==> config.mk <==
export PLATFORM = sky130hd
export DESIGN_NAME = ge_vec_regvm
export DESIGN_NICKNAME = d
export VERILOG_FILES = /design/src/rtl/ge_vec_regvm_pkg.sv /design/src/rtl/ge_vec_regvm_alu.sv /design/src/rtl/ge_vec_regvm.sv
export SDC_FILE = /design/constraint.sdc
export NUM_CORES = 1
export LEC_CHECK = 0
export ABC_AREA = 1
export BUFFER_PORTS_ARGS = -buffer_cell sky130_fd_sc_hd__buf_2
export CAP_MARGIN = 25
export CORE_ASPECT_RATIO = 1.4
export CORE_MARGIN = 1.5
export CORE_UTILIZATION = 30
export DETAILED_ROUTE_END_ITERATION = 8
export HOLD_SLACK_MARGIN = 0.12
export PLACE_DENSITY = 0.44
export SYNTH_ARGS = -nofsm -noshare
export SYNTH_HDL_FRONTEND = slang
export SYNTH_SLANG_ARGS = --single-unit
==> constraint.sdc <==
create_clock -name clk -period 5.1 [get_ports clk]
set_input_delay 1.53 -clock clk [delete_from_list [all_inputs] [get_ports clk]]
set_output_delay 1.53 -clock clk [all_outputs]
set_load 0.02 [all_outputs]
==> src/rtl/ge_vec_regvm_pkg.sv <==
// Shared types and helpers for the ge_vec_regvm register-machine executor.
// Contents:
//   op_e      - 4-bit opcode enumeration
//   state_e   - executor FSM states
//   OP_W      - opcode field width
//   instr_*   - field extractors for an instruction laid out as {op, dst, src},
//               parametrised by the register-index width rw
package ge_vec_regvm_pkg;

   localparam int unsigned OP_W        = 4;
   // Instructions are zero-extended to this width before field extraction.
   localparam int unsigned MAX_INSTR_W = 32;

   typedef enum logic [OP_W-1:0] {
      OpNop  = 4'd0,
      OpMov  = 4'd1,
      OpOr   = 4'd2,
      OpAnd  = 4'd3,
      OpXor  = 4'd4,
      OpAdd  = 4'd5,
      OpSub  = 4'd6,
      OpNot  = 4'd7,
      OpMul  = 4'd8,
      OpHalt = 4'd15
   } op_e;

   typedef enum logic [1:0] {
      StIdle,
      StRun,
      StDone
   } state_e;

   function automatic logic [OP_W-1:0] instr_op(input logic [MAX_INSTR_W-1:0] instr,
                                                 input int unsigned rw);
      return OP_W'(instr >> (2 * rw));
   endfunction

   function automatic int unsigned instr_dst(input logic [MAX_INSTR_W-1:0] instr,
                                             input int unsigned rw);
      return int'((instr >> rw) & ((MAX_INSTR_W'(1) << rw) - MAX_INSTR_W'(1)));
   endfunction

   function automatic int unsigned instr_src(input logic [MAX_INSTR_W-1:0] instr,
                                             input int unsigned rw);
      return int'(instr & ((MAX_INSTR_W'(1) << rw) - MAX_INSTR_W'(1)));
   endfunction

endpackage

==> src/rtl/ge_vec_regvm_alu.sv <==
// Combinational ALU of the ge_vec_regvm executor.
// Ports:
//   op  - opcode (op_e encoding)
//   a   - current value of the destination register
//   b   - value of the source register
//   res - value to write back to the destination register
//   wr  - high when the opcode updates the destination register
// Build option: GE_VEC_REGVM_MUL_EN enables op 8 (MUL, low W bits of a*b);
// when undefined op 8 is a NOP and no multiplier exists.
module ge_vec_regvm_alu
   import ge_vec_regvm_pkg::*;
#(
   parameter int unsigned W = 16
) (
   input  logic [OP_W-1:0] op,
   input  logic [W-1:0]    a,
   input  logic [W-1:0]    b,
   output logic [W-1:0]    res,
   output logic            wr
);

   always_comb begin
      res = a;
      wr  = 1'b0;
      case (op)
         OpMov: begin res = b;     wr = 1'b1; end
         OpOr:  begin res = a | b; wr = 1'b1; end
         OpAnd: begin res = a & b; wr = 1'b1; end
         OpXor: begin res = a ^ b; wr = 1'b1; end
         OpAdd: begin res = a + b; wr = 1'b1; end
         OpSub: begin res = a - b; wr = 1'b1; end
         OpNot: begin res = ~b;    wr = 1'b1; end
`ifdef GE_VEC_REGVM_MUL_EN
         OpMul: begin res = a * b; wr = 1'b1; end
`endif
         // NOP, HALT and the unassigned codes leave the register file alone.
         default: ;
      endcase
   end

endmodule

==> src/rtl/ge_vec_regvm.sv <==
// Register-machine executor for evolved vector programs. An input vector is
// latched into the register file, then a stored straight-line program runs at
// one instruction per clock; the final registers are offered on a valid/ready
// output.
// Ports:
//   clk, rst_n        - clock, asynchronous active-low reset
//   prog_we/addr/wdata - program memory write port (honoured only while idle)
//   prog_len          - instructions to run, sampled when an input is accepted
//   in_valid/in_ready/in_data    - input vector handshake, lane 0 in the LSBs
//   out_valid/out_ready/out_data - result handshake, r_0 in the LSBs
//   busy              - high while running or holding a result
// Build option: GE_VEC_REGVM_MUL_EN (see ge_vec_regvm_alu) enables MUL.
module ge_vec_regvm
   import ge_vec_regvm_pkg::*;
#(
   parameter int unsigned W     = 16,
   parameter int unsigned NREG  = 4,
   parameter int unsigned NIN   = 4,
   parameter int unsigned NOUT  = 4,
   parameter int unsigned DEPTH = 16,
   localparam int unsigned RW      = $clog2(NREG),
   localparam int unsigned INSTR_W = OP_W + 2 * RW,
   localparam int unsigned AW      = $clog2(DEPTH),
   localparam int unsigned LW      = $clog2(DEPTH + 1)
) (
   input  logic                clk,
   input  logic                rst_n,
   input  logic                prog_we,
   input  logic [AW-1:0]       prog_addr,
   input  logic [INSTR_W-1:0]  prog_wdata,
   input  logic [LW-1:0]       prog_len,
   input  logic                in_valid,
   output logic                in_ready,
   input  logic [NIN*W-1:0]    in_data,
   output logic                out_valid,
   input  logic                out_ready,
   output logic [NOUT*W-1:0]   out_data,
   output logic                busy
);

   state_e             state_q;
   logic [W-1:0]       regs_q [NREG];
   logic [INSTR_W-1:0] mem_q  [DEPTH];
   logic [AW-1:0]      pc_q;
   logic [LW-1:0]      len_q;

   logic [INSTR_W-1:0] instr;
   logic [OP_W-1:0]    op;
   logic [RW-1:0]      dst;
   logic [RW-1:0]      src;
   logic [W-1:0]       a;
   logic [W-1:0]       b;
   logic [W-1:0]       res;
   logic               wr;
   logic               last;
   logic [LW-1:0]      len_in;
   logic [W-1:0]       in_regs [NREG];

   // Decode the instruction at pc; out-of-range register reads return 0.
   always_comb begin
      instr = mem_q[pc_q];
      op    = instr_op(MAX_INSTR_W'(instr), RW);
      dst   = RW'(instr_dst(MAX_INSTR_W'(instr), RW));
      src   = RW'(instr_src(MAX_INSTR_W'(instr), RW));
      a     = (32'(dst) < NREG) ? regs_q[dst] : '0;
      b     = (32'(src) < NREG) ? regs_q[src] : '0;
      last  = (LW'(pc_q) + LW'(1)) == len_q;
      len_in = (prog_len > LW'(DEPTH)) ? LW'(DEPTH) : prog_len;
   end

   always_comb begin
      for (int i = 0; i < NREG; i++) in_regs[i] = '0;
      for (int i = 0; i < NIN; i++) in_regs[i] = in_data[i*W +: W];
   end

   ge_vec_regvm_alu #(
      .W (W)
   ) u_alu (
      .op  (op),
      .a   (a),
      .b   (b),
      .res (res),
      .wr  (wr)
   );

   always_ff @(posedge clk or negedge rst_n) begin
      if (!rst_n) begin
         state_q <= StIdle;
         pc_q    <= '0;
         len_q   <= '0;
         for (int i = 0; i < NREG; i++) regs_q[i] <= '0;
         for (int i = 0; i < DEPTH; i++) mem_q[i] <= '0;
      end else begin
         case (state_q)
            StIdle: begin
               // A write in the accept cycle lands before the first fetch.
               if (prog_we && (32'(prog_addr) < DEPTH)) mem_q[prog_addr] <= prog_wdata;
               if (in_valid) begin
                  for (int i = 0; i < NREG; i++) regs_q[i] <= in_regs[i];
                  pc_q    <= '0;
                  len_q   <= len_in;
                  state_q <= (len_in == '0) ? StDone : StRun;
               end
            end
            StRun: begin
               if (wr && (32'(dst) < NREG)) regs_q[dst] <= res;
               pc_q <= pc_q + AW'(1);
               if (op == OpHalt || last) state_q <= StDone;
            end
            StDone: begin
               if (out_ready) state_q <= StIdle;
            end
            default: state_q <= StIdle;
         endcase
      end
   end

   // Registers only change while running, so the result is stable in DONE.
   always_comb begin
      for (int i = 0; i < NOUT; i++) out_data[i*W +: W] = regs_q[i];
   end

   assign in_ready  = (state_q == StIdle);
   assign out_valid = (state_q == StDone);
   assign busy      = (state_q != StIdle);

endmodule

-- Word level (Yosys, flattened, before mapping)
Index checks and enable logic that the tools add are counted.
- register bits: 203
- input bits: 86
- output and inout port bits: 67
- logic and storage cells: 98
- add/sub/neg operators: 4
- order comparisons: 7
- eq/ne operators: 15
- multiplexer cells: 28
- bitwise gates (word level): 8
- reduce and logical (&&, ||, !) cells: 13
- operators by type and width (kind ; count):
    $bwmux 128 ; 1
    $mux 64 ; 2
    $pmux 64 s2 ; 1
    $pmux 16 s7 ; 1
    $mux 16 ; 5
    $bmux 16 s2 ; 2
    $bwmux 64 ; 1
    $bmux 8 s4 ; 1
    $demux 16 s2 ; 1
    $demux 8 s4 ; 1
    $mux 8 ; 3
    $add 16x16->16 ; 1
    $and 16x16->16 ; 1
    $eq 4x3->1 const B ; 4
    $not 16->16 ; 1
    $or 16x16->16 ; 1
    $sub 16x16->16 ; 1
    $xor 16x16->16 ; 1
    $ge 5x5->1 const B ; 2
    $not 4->5 ; 2
    $eq 4x2->1 const B ; 2
    $mux 2 ; 4
    $pmux 4 s2 ; 1
    $reduce_or 7->1 ; 1
    other kinds (25) ; 34

-- Longest topological paths before layout
Gate-level depths: netlist (run 1).
- depth after elaboration: 13
- depth in mapped cells: 34
- gate-level depth less buffers: 32

-- Cells and area by module
Synthesis (run 1) repeated with hierarchy kept, for this count alone.
- cell total of the unflattened synthesis: 1988
- area total of the unflattened synthesis: 13529.2 um2
- modules (own cells, without submodules) (module ; times used ; cells an instance ; area an instance (um2) ; seq. area each (um2)):
    ge_vec_regvm ; 1 ; 1572 ; 11076.9 ; 5079.9
    ge_vec_regvm_alu ; 1 ; 416 ; 2452.4 ; 0.0

-- Worst setup path before layout (run 1)
Ideal clock, no wire load.
- path kind: register to register
- from: reg pc_q[0]
- to: reg regs_q (netlist bit out_data[44])
- library setup time: 122 ps
- arrival time: 3840 ps
- data required time: 4978 ps
- slack: 1138 ps
- stages on the path, launching flop included: 30
- buffers on the path: 3
- period minus slack after synthesis: 3962 ps
- cell sequence: dfrtp_1 -> buf_6 -> buf_6 -> or2_2 -> nand3_1 -> nand3_1 -> nand2_1 -> nand2_2 -> nor2_2 -> inv_1 -> buf_2 -> o22a_1 -> o221ai_1 -> inv_1 -> fa_1 -> nand3_1 -> nand2_1 -> nand2_1 -> nand3_1 -> nand2_1 -> nand2_1 -> a21oi_1 -> nand3b_1 -> nand2_1 -> o21ai_0 -> a21oi_1 -> nor3_1 -> nand2_1 -> nand3_1 -> a21oi_1
- longest elaborated chain between the ends: 13
- elaborated cells on any way between the ends: 38
- classes of those cells: 2 x add/sub; 2 x order compare; 8 x eq/ne; 16 x mux; 7 x bitwise; 3 x reduce/logical
- RTL lines (item ; RTL line ; text):
    from (decl) ; ge_vec_regvm.sv:44 ; logic [AW-1:0] pc_q;
    from (signal assigned) ; ge_vec_regvm.sv:107 ; pc_q <= pc_q + AW'(1);
    $not 4->5 (not written as such) (*) ; ge_vec_regvm.sv:61 ; instr = mem_q[pc_q];
    $bmux 8 s4 (*) ; ge_vec_regvm.sv:61 ;
    $mux 8 (not written as such) (*) (2 in series) ; ge_vec_regvm.sv:61 ;
    $not 2->3 (on tied branches) ; ge_vec_regvm.sv:65, ge_vec_regvm.sv:106, ge_vec_regvm.sv:66 ;
    $bmux 16 s2 (on tied branches) ; ge_vec_regvm.sv:65, ge_vec_regvm.sv:66 ;
    $mux 16 (on tied branches) (2 in series) ; ge_vec_regvm.sv:65, ge_vec_regvm.sv:66 ;
    $sub 16x16->16, or another cell as far along ; ge_vec_regvm_alu.sv:31 ; OpSub: begin res = a - b; wr = 1'b1; end
    $pmux 16 s7 ; ge_vec_regvm_alu.sv:25 ; case (op)
    $bwmux 64 ; ge_vec_regvm.sv:106 ; if (wr && (32'(dst) < NREG)) regs_q[dst] <= res;
    $mux 64 ; ge_vec_regvm.sv:106 ;
    $pmux 64 s2 ; ge_vec_regvm.sv:94 ; case (state_q)
    to (signal, indexed assignment) ; ge_vec_regvm.sv:106 ;
    to (decl) ; ge_vec_regvm.sv:42 ; logic [W-1:0] regs_q [NREG];
Mark *: on every way between the ends. The rest lies on a longest branch, timed or not. The select of a mux whose other input is x is not followed.
A chain may end at the register's enable or synchronous reset.

-- Final worst setup path (run 1)
- from: reg pc_q[0]
- to: reg regs_q (netlist bit out_data[14])
Same word-level chain as after synthesis.

==> out/results.ini, run 1 <==
[logic_synthesis]
synth.cell_area_mm2 = 0.01297
synthCells = 1768
syn_nets = 1902
synth_enable_flop_cells = 0
synth.most_common_cell = nand2_1
synth_cell_type_count = 54
async_reset_ff_share_pct = 100.0
ys.flop_type = dfrtp_1
ys_seq_area_share_pct = 39.17
yosys_warnings = 0
synth-seq-cells = 203
synth_top_area_share_pct = 39.17
ys_top_cells_by_count = nand2_1 (422), dfrtp_1 (203), o21ai_0 (186)
synth.area.top_cells = dfrtp_1 (39%), nand2_1 (12%), o21ai_0 (7.2%)
postSynthAreaPerCell_um2 = 7.335
synth_largest_area_cell = dfrtp_1

[hold_path]
hold_depth = 2
worstHoldPathType = flip-flop to flip-flop

[placed_design]
dp_slack_ns = 0.2438
dpl.hpwl_um = 39640
portBuffers = 152
gp_congestion = 0.9616

[floorplan]
io_pins = 153
die-area_mm2 = 0.04450
core_area_mm2 = 0.04243
fp-row-count = 89
die_h_um = 249.0
start_util_pct = 30.57
die_w_um = 178.7

[run]
max_cap_viol_count = 0

[sta]
slew_headroom_pct = 27.48
tns_ns = 0
rsz0062_at_grt = false
fin_skew_ns = 0.01205
hold_violations = 0
timing.final.ws_setup_ns = 0.4133
maxSlewViolCount = 0
finalSetupViolCount = 0
worst_pin_slew_ns = 1.087
min_period_ns = 4.687
finalCritPeriodShare_pct = 91.90
fmax_mhz = 213.4

[layout]
drive_gt1_share_pct = 15.30
layout.nets = 2029
syn_to_final_growth_pct = 16.03
nFillCells = 4595

[setup_path]
crit_type = flip-flop to flip-flop
rrSetupSlack_ns = 0.41
r2r-start = pc_q[0]$_DFFE_PN0P_
startpoint_type = flip-flop
endpoint_kind = flip-flop
arrival_ns = 5.14
worstSetupStartpoint = pc_q[0]$_DFFE_PN0P_
setup.worst_path.end = out_data[14]$_DFFE_PN0P_
reg2reg_depth = 23
timing.rr.end = out_data[14]$_DFFE_PN0P_
cp.required_ns = 5.56
crit_fanout = 40

[clock_tree]
htreeDepth = 1
tritoncts = built
clockBufferDepth = 3
worstSkewPairLatency_ns = 0.53
clk_pin_slew_worst_paths_ns = 0.06
clockRootBuffer = clkbuf_16
cts_sinks = 203
cts_made_buffers = 23

[grt]
grt_overflow = 0
grt_pass1_wl_um = 79930
antenna_found_initial = 3
grt_usage_pct = 23.80
grt_pass1_vias = 12790
grt_max_degree = 92

[drt]
drc = 0
totalWireLength_um = 52960
ant_nets = 0
routed.top_layer = met4
wl_met2_um = 27870
wl_per_cell_um = 21.56
drtIter0Drc = 950
drtPass1Iterations = 5
met3_wirelength_um = 2243
m1WireLength_um = 20260
vias = 12870
routed_via_density = 5.240

[status]
outcome = finished, final reports clean

## worst min path at each step
stage | endpoint | from | slack [ns]
after global placement | mem_q[61]$_DFFE_PN0P_ | mem_q[61]$_DFFE_PN0P_ | 0.46
after detailed placement | mem_q[119]$_DFFE_PN0P_ | mem_q[119]$_DFFE_PN0P_ | 0.47
after CTS | mem_q[119]$_DFFE_PN0P_ | mem_q[119]$_DFFE_PN0P_ | 0.48
final | mem_q[38]$_DFFE_PN0P_ | mem_q[38]$_DFFE_PN0P_ | 0.48
after floorplan | mem_q[122]$_DFFE_PN0P_ | mem_q[122]$_DFFE_PN0P_ | 0.45
after global routing | mem_q[94]$_DFFE_PN0P_ | mem_q[94]$_DFFE_PN0P_ | 0.50
## per-stage QoR
step	cell area [µm²]	hold WS (ns)	utilization (%)	std cells
after floorplan	12970	0.4457	-	1768
after global placement	14270	0.4615	33.63	2414
after detailed placement	14270	0.4686	33.63	2414
after CTS	14970	0.4836	35.29	2452
after global routing	15050	0.5037	35.47	2457
final	15050	0.4796	35.47	2457
## cell type report
type / instances / area [µm²] / share of cell area, %
Multi-Input combinational cell: 1338 / 6909 / 45.91
Sequential cell: 203 / 5084 / 33.78
Timing Repair Buffer: 191 / 1131 / 7.516
Tap cell: 546 / 683.2 / 4.540
Clock buffer: 35 / 660.6 / 4.390
Inverter: 138 / 530.5 / 3.525
Clock inverter: 3 / 42.54 / 0.2827
Antenna cell: 3 / 7.507 / 0.04989
## logic make-up after synthesis
logic type	synth area share [%]
compound gates	19.54
xor+xnor	1.621
fa+ha+maj	4.689
buf+inv	7.767
flops	39.17
simple gates	27.22
## registers in the layout (all words and copies together) (netlist names)
name / flops
state_q: 2
out_data: 64
mem_q: 128
len_q: 5
pc_q: 4
## cell usage in the layout (no fill, tap or decap), types with 6 or more instances in the layout
master     synthesis  final
a22oi_1           14     14
buf_4             11     34
nand4_1           13     13
o221ai_1          14     14
xor2_1            21     20
nor2_2             6      6
a21oi_1          158    158
inv_1            121    121
ha_1              47     47
o22a_1             9      9
o211ai_1          13     13
nor2_1           161    161
o2111ai_1         10      9
dfrtp_1          203    200
o21ai_0          186    185
inv_2             13     12
nand2_2           22     21
buf_2             27    151
o21ai_1            9     10
nor3_1             8      8
clkbuf_16          0     24
a211oi_1           7      7
o22ai_1            7      7
clkbuf_1          39      8
nand2_1          422    422
nand3_1          168    168
## critical path, stage by stage (launching register included)
cell	delay (ns)
dfrtp_2	0.48
buf_12	0.20
nor2_1	0.10
nand3b_1	0.16
nand3_2	0.18
o21ai_4	0.40
nand3_1	0.13
nand2_1	0.20
nand2_1	0.07
nor2_1	0.17
nand2_1	0.15
nor2_2	0.15
inv_1	0.08
o21ai_0	0.25
xor2_1	0.18
ha_1	0.32
a21oi_1	0.23
o2111ai_1	0.14
xor2_1	0.16
nor2_1	0.20
a211oi_1	0.08
nand2_1	0.18
nand3_1	0.16
a21oi_1	0.20
## repair_timing
action,CTS,global route
setup endpoints to repair,0,27
hold buffers,0,0
gates resized for setup,0,12
setup buffers,0,1
## metal layers
| layer | vias to the layer above | global-route usage, % |
|---|---|---|
| met5 | - | 0 |
| met4 | 0 | 11.21 |
| met3 | 105 | 2.869 |
| met2 | 399 | 43.86 |
| met1 | 6180 | 26.66 |
| li1 | 6190 | - |
Power of run 1 is not shown: default switching activity piles up to over one toggle a cycle in this logic, so the estimate is an artifact.
==> run 2, diff against run 1 <==
- CTS_BUF_LIST: unset -> sky130_fd_sc_hd__clkbuf_8
==> run 2 against run 1 <==
Worst hold slack improved by 0.0019 ns. Fmax rose by 0.37%. Non-clock buffer count fell by 1. Sequential share of layout area fell by 0.13 points. Critical path type unchanged. Highest routed layer unchanged.
==> out/results.ini, run 2 (synthesis results as in run 1) <==
[status]
outcome = finished, final reports clean

[placed_design]
portBuffers = 152  ; unchanged
gp_congestion = 0.9616  ; unchanged
dp_slack_ns = 0.2438  ; unchanged
dpl.hpwl_um = 39640  ; unchanged

[sta]
timing.final.ws_setup_ns = 0.4307  ; +0.01749 ns
slew_headroom_pct = 26.06  ; -1.4 points
rsz0062_at_grt = false
min_period_ns = 4.669  ; -0.01749 ns
finalCritPeriodShare_pct = 91.55  ; -0.34 points
fmax_mhz = 214.2  ; +0.37%
finalSetupViolCount = 0  ; unchanged
maxSlewViolCount = 0  ; unchanged
worst_pin_slew_ns = 1.108  ; +0.02134 ns
tns_ns = 0  ; unchanged
hold_violations = 0  ; unchanged
fin_skew_ns = 0.02741  ; +0.01537 ns

[clock_tree]
htreeDepth = 2  ; +1
cts_sinks = 203  ; unchanged
clockBufferDepth = 3  ; unchanged
postCtsHoldBufs = 0  ; unchanged
clockRootBuffer = clkbuf_8
cts_made_buffers = 38  ; +65%
clk_pin_slew_worst_paths_ns = 0.06  ; about the same
worstSkewPairLatency_ns = 0.59  ; +0.06 ns
tritoncts = built

[layout]
nFillCells = 4627  ; +0.70%
largest_register = mem_q
mostFrequentLayoutCells = nand2_1 (421), dfrtp_1 (200), o21ai_0 (185)
final_common_cell = nand2_1
multiInputGateArea_mm2 = 0.006922  ; +0.18%
seqCellArea_mm2 = 0.005084  ; unchanged
fin_util_pct = 35.60  ; +0.14 points
syn_to_final_growth_pct = 16.48
largest_register_ff_count = 128  ; unchanged
layout.nets = 2043  ; +0.69%
drive_gt1_share_pct = 16.49  ; +1.2 points

[setup_path]
cpPeakStageDelay_ns = 0.48  ; about the same
endpoint_kind = flip-flop
crit_fanout = 40  ; unchanged
cp.required_ns = 5.54  ; -0.02 ns
arrival_ns = 5.11  ; -0.03 ns
slowest_stage = fa_1
critPathMostFrequentCell = nand2_1
startpoint_type = flip-flop
crit_type = flip-flop to flip-flop

[drt]
drc = 0  ; unchanged
totalWireLength_um = 53150  ; +0.35%
vias = 12940  ; +0.52%
drtIter0Drc = 915  ; -3.7%
drtPass1Iterations = 5  ; unchanged
routed_via_density = 5.212  ; -0.53%
wl_per_cell_um = 21.41  ; -0.70%
ant_nets = 0  ; unchanged

[grt]
antenna_found_initial = 3  ; unchanged
grt_usage_pct = 24.05  ; +0.25 points
grt_pass1_wl_um = 80500  ; +0.71%
grt_max_degree = 92  ; unchanged
grt_overflow = 0  ; unchanged
grt_pass1_vias = 12930  ; +1.1%

[floorplan]
io_pins = 153  ; unchanged
fp-row-count = 89  ; unchanged
die_w_um = 178.7  ; unchanged
die-area_mm2 = 0.04450  ; unchanged
die_h_um = 249.0  ; unchanged
start_util_pct = 30.57  ; unchanged
core_area_mm2 = 0.04243  ; unchanged

[hold_path]
worstHoldPathType = flip-flop to flip-flop

[run]
max_cap_viol_count = 0  ; unchanged

run 2: cell type report:
| cell class | instances | share of cell area (%) |
|---|---|---|
| Sequential cell | 203 | 33.65 |
| Multi-Input combinational cell | 1338 | 45.82 |
| Timing Repair Buffer | 190 | 7.430 |
| Clock inverter | 17 | 0.6378 |
| Antenna cell | 3 | 0.04970 |
| Inverter | 138 | 3.512 |
| Clock buffer | 48 | 4.373 |
| Tap cell | 546 | 4.522 |
run 2: path summary, 6_finish.rpt:
check,cells past startpoint,startpoint,end,slack (ns)
min reg2reg,2,mem_q[63]$_DFFE_PN0P_,mem_q[63]$_DFFE_PN0P_,0.48
min in group asynchronous,1,rst_n,mem_q[68]$_DFFE_PN0P_,0.95
max,25,pc_q[0]$_DFFE_PN0P_,out_data[10]$_DFFE_PN0P_,0.43
min,2,mem_q[63]$_DFFE_PN0P_,mem_q[63]$_DFFE_PN0P_,0.48
max reg2reg,25,pc_q[0]$_DFFE_PN0P_,out_data[10]$_DFFE_PN0P_,0.43
max in group asynchronous,2,rst_n,mem_q[63]$_DFFE_PN0P_,2.88
run 2: routing by layer:
metal	GRT usage, %	wire length [µm]	vias up
li1	-	-	6227
met1	26.61	19990	6144
met2	43.81	27760	445
met3	3.358	2507	125
met4	12.57	2894	0
met5	0	0	-
run 2: through the flow:
step | hold WS [ns] | instance area (µm²) | std cells
detailed placement | 0.4686 | 14270 | 2414
global placement | 0.4615 | 14270 | 2414
finish | 0.4814 | 15110 | 2483
floorplan | 0.4457 | 12970 | 1768
global route | 0.5043 | 15100 | 2482
CTS | 0.4837 | 15020 | 2479
run 2: critical path, delay by kind of cell (launching register included):
kind	cells	cell delay (ns)
fa+ha+maj	1	0.48
buf+inv	3	0.58
simple gates	15	1.97
compound gates	5	0.84
flops	1	0.47
xor+xnor	1	0.17
run 2: timing repair:
action / CTS / global route
setup buffers: 0 / 1
setup endpoints to repair: 0 / 28
gates resized for setup: 0 / 16
Power of run 2 is left out for the same reason.
